==> src/rtl/mem_stage_hs.sv <==
// Data-memory pipeline stage: EX/MEM -> req/ack data memory -> MEM/WB register.
// Optional build macro MISALIGN_TRAP_EN turns misaligned half/word accesses into traps.
module mem_stage_hs #(
  parameter int ADDR_W      = 32,
  parameter int REG_AW      = 5,
  parameter int TIMEOUT_CYC = 64
) (
  input  logic              CLK,
  input  logic              RESET,
  input  logic              in_valid,
  input  logic [3:0]        in_op,
  input  logic [ADDR_W-1:0] in_addr,
  input  logic [31:0]       in_alu_result,
  input  logic [31:0]       in_store_data,
  input  logic [REG_AW-1:0] in_rt_reg,
  input  logic [REG_AW-1:0] in_wreg,
  input  logic              in_do_wb,
  input  logic              wb_fwd_en,
  input  logic [REG_AW-1:0] wb_fwd_reg,
  input  logic [31:0]       wb_fwd_data,
  output logic              stall,
  output logic              dm_req,
  output logic              dm_we,
  output logic [ADDR_W-1:0] dm_addr,
  output logic [3:0]        dm_be,
  output logic [31:0]       dm_wdata,
  input  logic              dm_ack,
  input  logic [31:0]       dm_rdata,
  output logic              out_valid,
  output logic [REG_AW-1:0] out_wreg,
  output logic              out_do_wb,
  output logic [31:0]       out_data,
  output logic              bus_err,
  output logic              out_misalign
);
  typedef enum logic {IDLE, WAIT} state_t;

  localparam int CW = (TIMEOUT_CYC > 1) ? $clog2(TIMEOUT_CYC) : 1;
  localparam logic [CW-1:0] TLIM = CW'(TIMEOUT_CYC - 1);

  state_t            state, state_nx;
  logic [CW-1:0]     cnt;
  logic              st_q, uns_q, dowb_q;
  logic [1:0]        size_q, off_q;
  logic [REG_AW-1:0] wreg_q;

  logic        is_mem, misal, accept_mem, tmo, fwd;
  logic [31:0] sdata, wdata_c, ldata;
  logic [3:0]  be_c;
  logic [7:0]  lb;
  logic [15:0] lh;

  assign is_mem = (in_op[1:0] != 2'b11);

`ifdef MISALIGN_TRAP_EN
  assign misal = (in_op[1:0] == 2'b01 && in_addr[0]) ||
                 (in_op[1:0] == 2'b10 && in_addr[1:0] != 2'b00);
`else
  assign misal = 1'b0;
`endif

  assign accept_mem = (state == IDLE) && in_valid && is_mem && !misal;
  assign tmo = (TIMEOUT_CYC != 0) && (state == WAIT) && !dm_ack && (cnt == TLIM);

  // Timeout retires the instruction, so upstream must be released that cycle
  // or the dead access would be re-issued forever.
  assign stall = !RESET && (accept_mem || ((state == WAIT) && !dm_ack && !tmo));

  assign fwd   = wb_fwd_en && (wb_fwd_reg == in_rt_reg) && (in_rt_reg != '0);
  assign sdata = fwd ? wb_fwd_data : in_store_data;

  always_comb begin
    be_c    = 4'b1111;
    wdata_c = sdata;
    case (in_op[1:0])
      2'b00: begin
        be_c    = 4'b1000 >> in_addr[1:0];
        wdata_c = {4{sdata[7:0]}};
      end
      2'b01: begin
        be_c    = in_addr[1] ? 4'b0011 : 4'b1100;
        wdata_c = {2{sdata[15:0]}};
      end
      default: ;
    endcase
  end

  always_comb begin
    lb = dm_rdata[31:24];
    case (off_q)
      2'd1:    lb = dm_rdata[23:16];
      2'd2:    lb = dm_rdata[15:8];
      2'd3:    lb = dm_rdata[7:0];
      default: ;
    endcase
    lh    = off_q[1] ? dm_rdata[15:0] : dm_rdata[31:16];
    ldata = dm_rdata;
    case (size_q)
      2'b00:   ldata = uns_q ? {24'b0, lb} : {{24{lb[7]}}, lb};
      2'b01:   ldata = uns_q ? {16'b0, lh} : {{16{lh[15]}}, lh};
      default: ;
    endcase
  end

  always_ff @(posedge CLK or posedge RESET) begin
    if (RESET) state <= IDLE;
    else       state <= state_nx;
  end

  always_comb begin
    state_nx = state;
    case (state)
      IDLE:    if (accept_mem) state_nx = WAIT;
      WAIT:    if (dm_ack || tmo) state_nx = IDLE;
      default: state_nx = IDLE;
    endcase
  end

  always_ff @(posedge CLK or posedge RESET) begin
    if (RESET) begin
      cnt <= '0;
      {st_q, uns_q, dowb_q} <= '0;
      size_q <= '0; off_q <= '0; wreg_q <= '0;
      dm_req <= 1'b0; dm_we <= 1'b0; dm_addr <= '0; dm_be <= '0; dm_wdata <= '0;
      out_valid <= 1'b0; out_wreg <= '0; out_do_wb <= 1'b0; out_data <= '0;
      bus_err <= 1'b0; out_misalign <= 1'b0;
    end else begin
      out_valid    <= 1'b0;
      out_do_wb    <= 1'b0;
      bus_err      <= 1'b0;
      out_misalign <= 1'b0;
      case (state)
        IDLE: if (in_valid) begin
          if (!is_mem) begin
            out_valid <= 1'b1;
            out_data  <= in_alu_result;
            out_wreg  <= in_wreg;
            out_do_wb <= in_do_wb;
          end else if (misal) begin
            out_valid    <= 1'b1;
            out_data     <= '0;
            out_wreg     <= in_wreg;
            out_misalign <= 1'b1;
          end else begin
            dm_req   <= 1'b1;
            dm_we    <= in_op[3];
            dm_addr  <= {in_addr[ADDR_W-1:2], 2'b00};
            dm_be    <= be_c;
            dm_wdata <= wdata_c;
            st_q     <= in_op[3];
            uns_q    <= in_op[2];
            size_q   <= in_op[1:0];
            off_q    <= in_addr[1:0];
            wreg_q   <= in_wreg;
            dowb_q   <= in_do_wb;
            cnt      <= '0;
          end
        end
        WAIT: begin
          if (dm_ack || tmo) begin
            dm_req    <= 1'b0;
            dm_we     <= 1'b0;
            dm_be     <= '0;
            out_valid <= 1'b1;
            out_wreg  <= wreg_q;
          end
          if (dm_ack) begin
            out_data  <= st_q ? 32'b0 : ldata;
            out_do_wb <= !st_q && dowb_q;
          end else if (tmo) begin
            out_data <= '0;
            bus_err  <= 1'b1;
          end else begin
            cnt <= cnt + 1'b1;
          end
        end
        default: ;
      endcase
    end
  end
endmodule
==> config.mk <==
export PLATFORM = sky130hd
export DESIGN_NAME = mem_stage_hs
export DESIGN_NICKNAME = d
export VERILOG_FILES = /design/src/rtl/mem_stage_hs.sv
export SDC_FILE = /design/constraint.sdc
export NUM_CORES = 1
export LEC_CHECK = 0
export BUFFER_PORTS_ARGS = -buffer_cell sky130_fd_sc_hd__buf_2
export CORE_UTILIZATION = 39
export DETAILED_ROUTE_END_ITERATION = 7
export PLACE_DENSITY = 0.66
export RECOVER_POWER = 50
export SLEW_MARGIN = 20
export SYNTH_ARGS = -nofsm -noshare
export SYNTH_HDL_FRONTEND = slang
export SYNTH_SLANG_ARGS = --single-unit
==> constraint.sdc <==
create_clock -name CLK -period 4.15 [get_ports CLK]
set_input_delay 0.6225 -clock CLK [delete_from_list [all_inputs] [get_ports CLK]]
set_output_delay 0.6225 -clock CLK [all_outputs]
set_load 0.1 [all_outputs]
==> run metrics <==
Detailed Place HPWL roughly 16 mm; Core Area approximately 17000 um^2; synthesis-stage register bit count 127; Max Root-Sink Buffers 2; Pre-antenna DRT Iters 5; number of diodes 0; nature of the critical path endpoint output port; top post-synthesis cells by count nand2_1, dfrtp_1, o21ai_0, a21oi_1, clkbuf_1; largest net degree at the start of global routing roughly 110; Setup CP Type flip-flop to output port; placed cell areas about 8400 um^2; P_leak about 0.0046 uW; netlist area before placement ~6800 um^2; Final #Nets ~1.2k; Area Overhead vs Synth 32.05%; synth top area cells dfrtp_1, nand2_1, mux2i_1; clock network fraction of total power ~24%; grt ovf 0; cell count after placement ~1.2k; Vias roughly 6.6k; Wirelength per Cell between 15 and 20 um; final worst path period share 70.95%; CTS tree done; Die Y about 130 um; PD cells roughly 750 nW/um^2; # IOs just under 300; clock skew about 0.0067 ns; failing checks capacitance limit, slew limit; Slowest cell on crit path buf_2; status finished, violations left; Resized Gates After CTS 0; fin. max-slew vios between 100 and 150; DRT antenna net count 0; async set-reset flop share out of synthesis 100.0%; Comb power frac 49.2%; Iter 0 DRT Violations around 380; CP startpoint kind flip-flop; fraction of layout cells with a size suffix above 1 a little under a third; Psw around 3600 uW; die footprint 17930 um^2; Critical Path Max Stage Delay 0.44 ns; Initial Util 40.49%; H-tree level count 4; Reg clk slew, reported paths roughly 0.06 ns; Synth area leader dfrtp_1; drt drc 0; Hold WC Path Type input pin to flip-flop; most common cell in the netlist nand2_1; setup ws final about 1.2 ns; Slew @ Worst Pin between 2 and 2.5 ns; routed vias/inst between 5 and 6; total internal power roughly 3100 uW; Skew-Pair Late Insertion Delay around 0.42 ns; Die X ~130 um; total negative slack 0 ns; Tmin final between 2 and 3 ns; max cap viols 1; Switching Share between 50% and 60%; number of buffers created by CTS 17; post-CTS setup buffer count 0; Max-slew headroom -52.16%; Final Util between 50% and 60%; top-area cell type share of the netlist area 46.84%; first-pass GRT wire length about 34 mm; crit-path cells nor2b_1 -> nand2_4 -> a21oi_1 -> buf_2; Root Driver clkbuf_16; post-route insts no fill between 1k and 1.5k; fmax roughly 0.34 GHz; worst path required time about 3.5 ns; IO Port Bufs between 200 and 300; Max FO, Critical Path 48; Setup Viol. Count Final 0; number of global-route vias before repair 6304; Global Route Usage Sum about 25%; sequential share of the synthesized area about 47%; peak supply drop approximately 0.00044 V; Mapped Cells around 760; Clock Sink Count ~130; hold buffers post-CTS 0; Arr. time, crit path 2.32 ns; Seq pwr share 26.7%; RSZ-0062 raised after global routing no; gpl congestion 0.8384; num rows 47; routed wire length 21.92 mm; initial antenna violation count 1; Final Hold Vio Count 0; pre-CTS setup slack ~1.2 ns; total number of yosys warnings 0; Yosys cell types 48; Final Cell Area 8960 um^2; Syn Area/Cell ~8.9 um^2; EDFF count, synth 0; Synth Flop Type dfrtp_1
## path summary, 6_finish.rpt
path,start,end,slack [ns],cells past startpoint
max,state,stall,1.21,4
min,in_addr[10],dm_addr[10],0.38,3
min in group asynchronous,RESET,cnt[0],0.91,2
max in group asynchronous,RESET,out_data[17],1.77,3
min reg2reg,dm_be[0],dm_be[0],0.46,2
max reg2reg,cnt[0],out_data[15],1.61,7
## flip-flops by register name, indices dropped and copies added, names as in the netlist, 2 cells and up
name / count
cnt: 6
dm_addr: 30
dm_be: 4
dm_wdata: 32
off_q: 2
out_data: 32
out_wreg: 5
size_q: 2
wreg_q: 5
## routing by layer
layer  track usage (%)  routed length, um
met3             6.538               1596
met5                 0                  8
met4             9.217                420
met1             31.85               9322
met2             40.53              10570
## cell type report
class | count | area (um^2)
multi-input cells | 567 | 3309
flip-flops and latches | 127 | 3178
clock buffers | 17 | 425.4
inverters | 14 | 56.30
repair buffers | 308 | 1506
fillers | 1649 | 7800
clock inverters | 15 | 209.0
well taps | 220 | 275.3
## cell usage in the layout (no fill, tap or decap), types with 17 or more instances in the layout
cell,netlist,final
nor2_1,24,24
dfrtp_1,127,127
clkbuf_16,0,17
clkbuf_1,38,54
nor2b_1,22,22
mux2i_1,31,31
buf_2,6,241
nand2_1,215,214
o21ai_0,51,51
a21oi_1,45,44
and3_1,21,21
## cells by family after synthesis
kind of cell,after synthesis,share of synthesized area (%)
other cells,1,0.05527
mux,54,9.607
fa+ha+maj,1,0.1844
flops,127,46.84
compound gates,178,16.65
xor+xnor,8,1.143
buf+inv,71,4.702
simple gates,323,20.82
## power by group through the flow
| stage | logic [uW] | registers (uW) | clock network (uW) |
|---|---|---|---|
| detailed placement | 3350 | 1790 | 0 |
| CTS | 3350 | 1780 | 1650 |
| global placement | 3320 | 1800 | 0 |
| finish | 3300 | 1790 | 1620 |
| global route | 3450 | 1830 | 1710 |
| floorplan | 667 | 3840 | 0 |
## per-stage QoR
step / total power (uW) / hold WS [ns]
after floorplan: 4508 / 0.4454
after global placement: 5122 / 0.4488
after detailed placement: 5143 / 0.4512
after CTS: 6779 / 0.3646
final: 6701 / 0.3838
after global routing: 6979 / 0.3739
## worst max-delay path, delay by kind of cell (launching register included)
kind | cells | cell delay [ns]
DFF | 1 | 0.41
buffers and inverters | 1 | 0.44
AOI/OAI and AO/OA | 1 | 0.22
and+or+nand+nor | 2 | 0.82
Power figures use the tool's default switching activity.
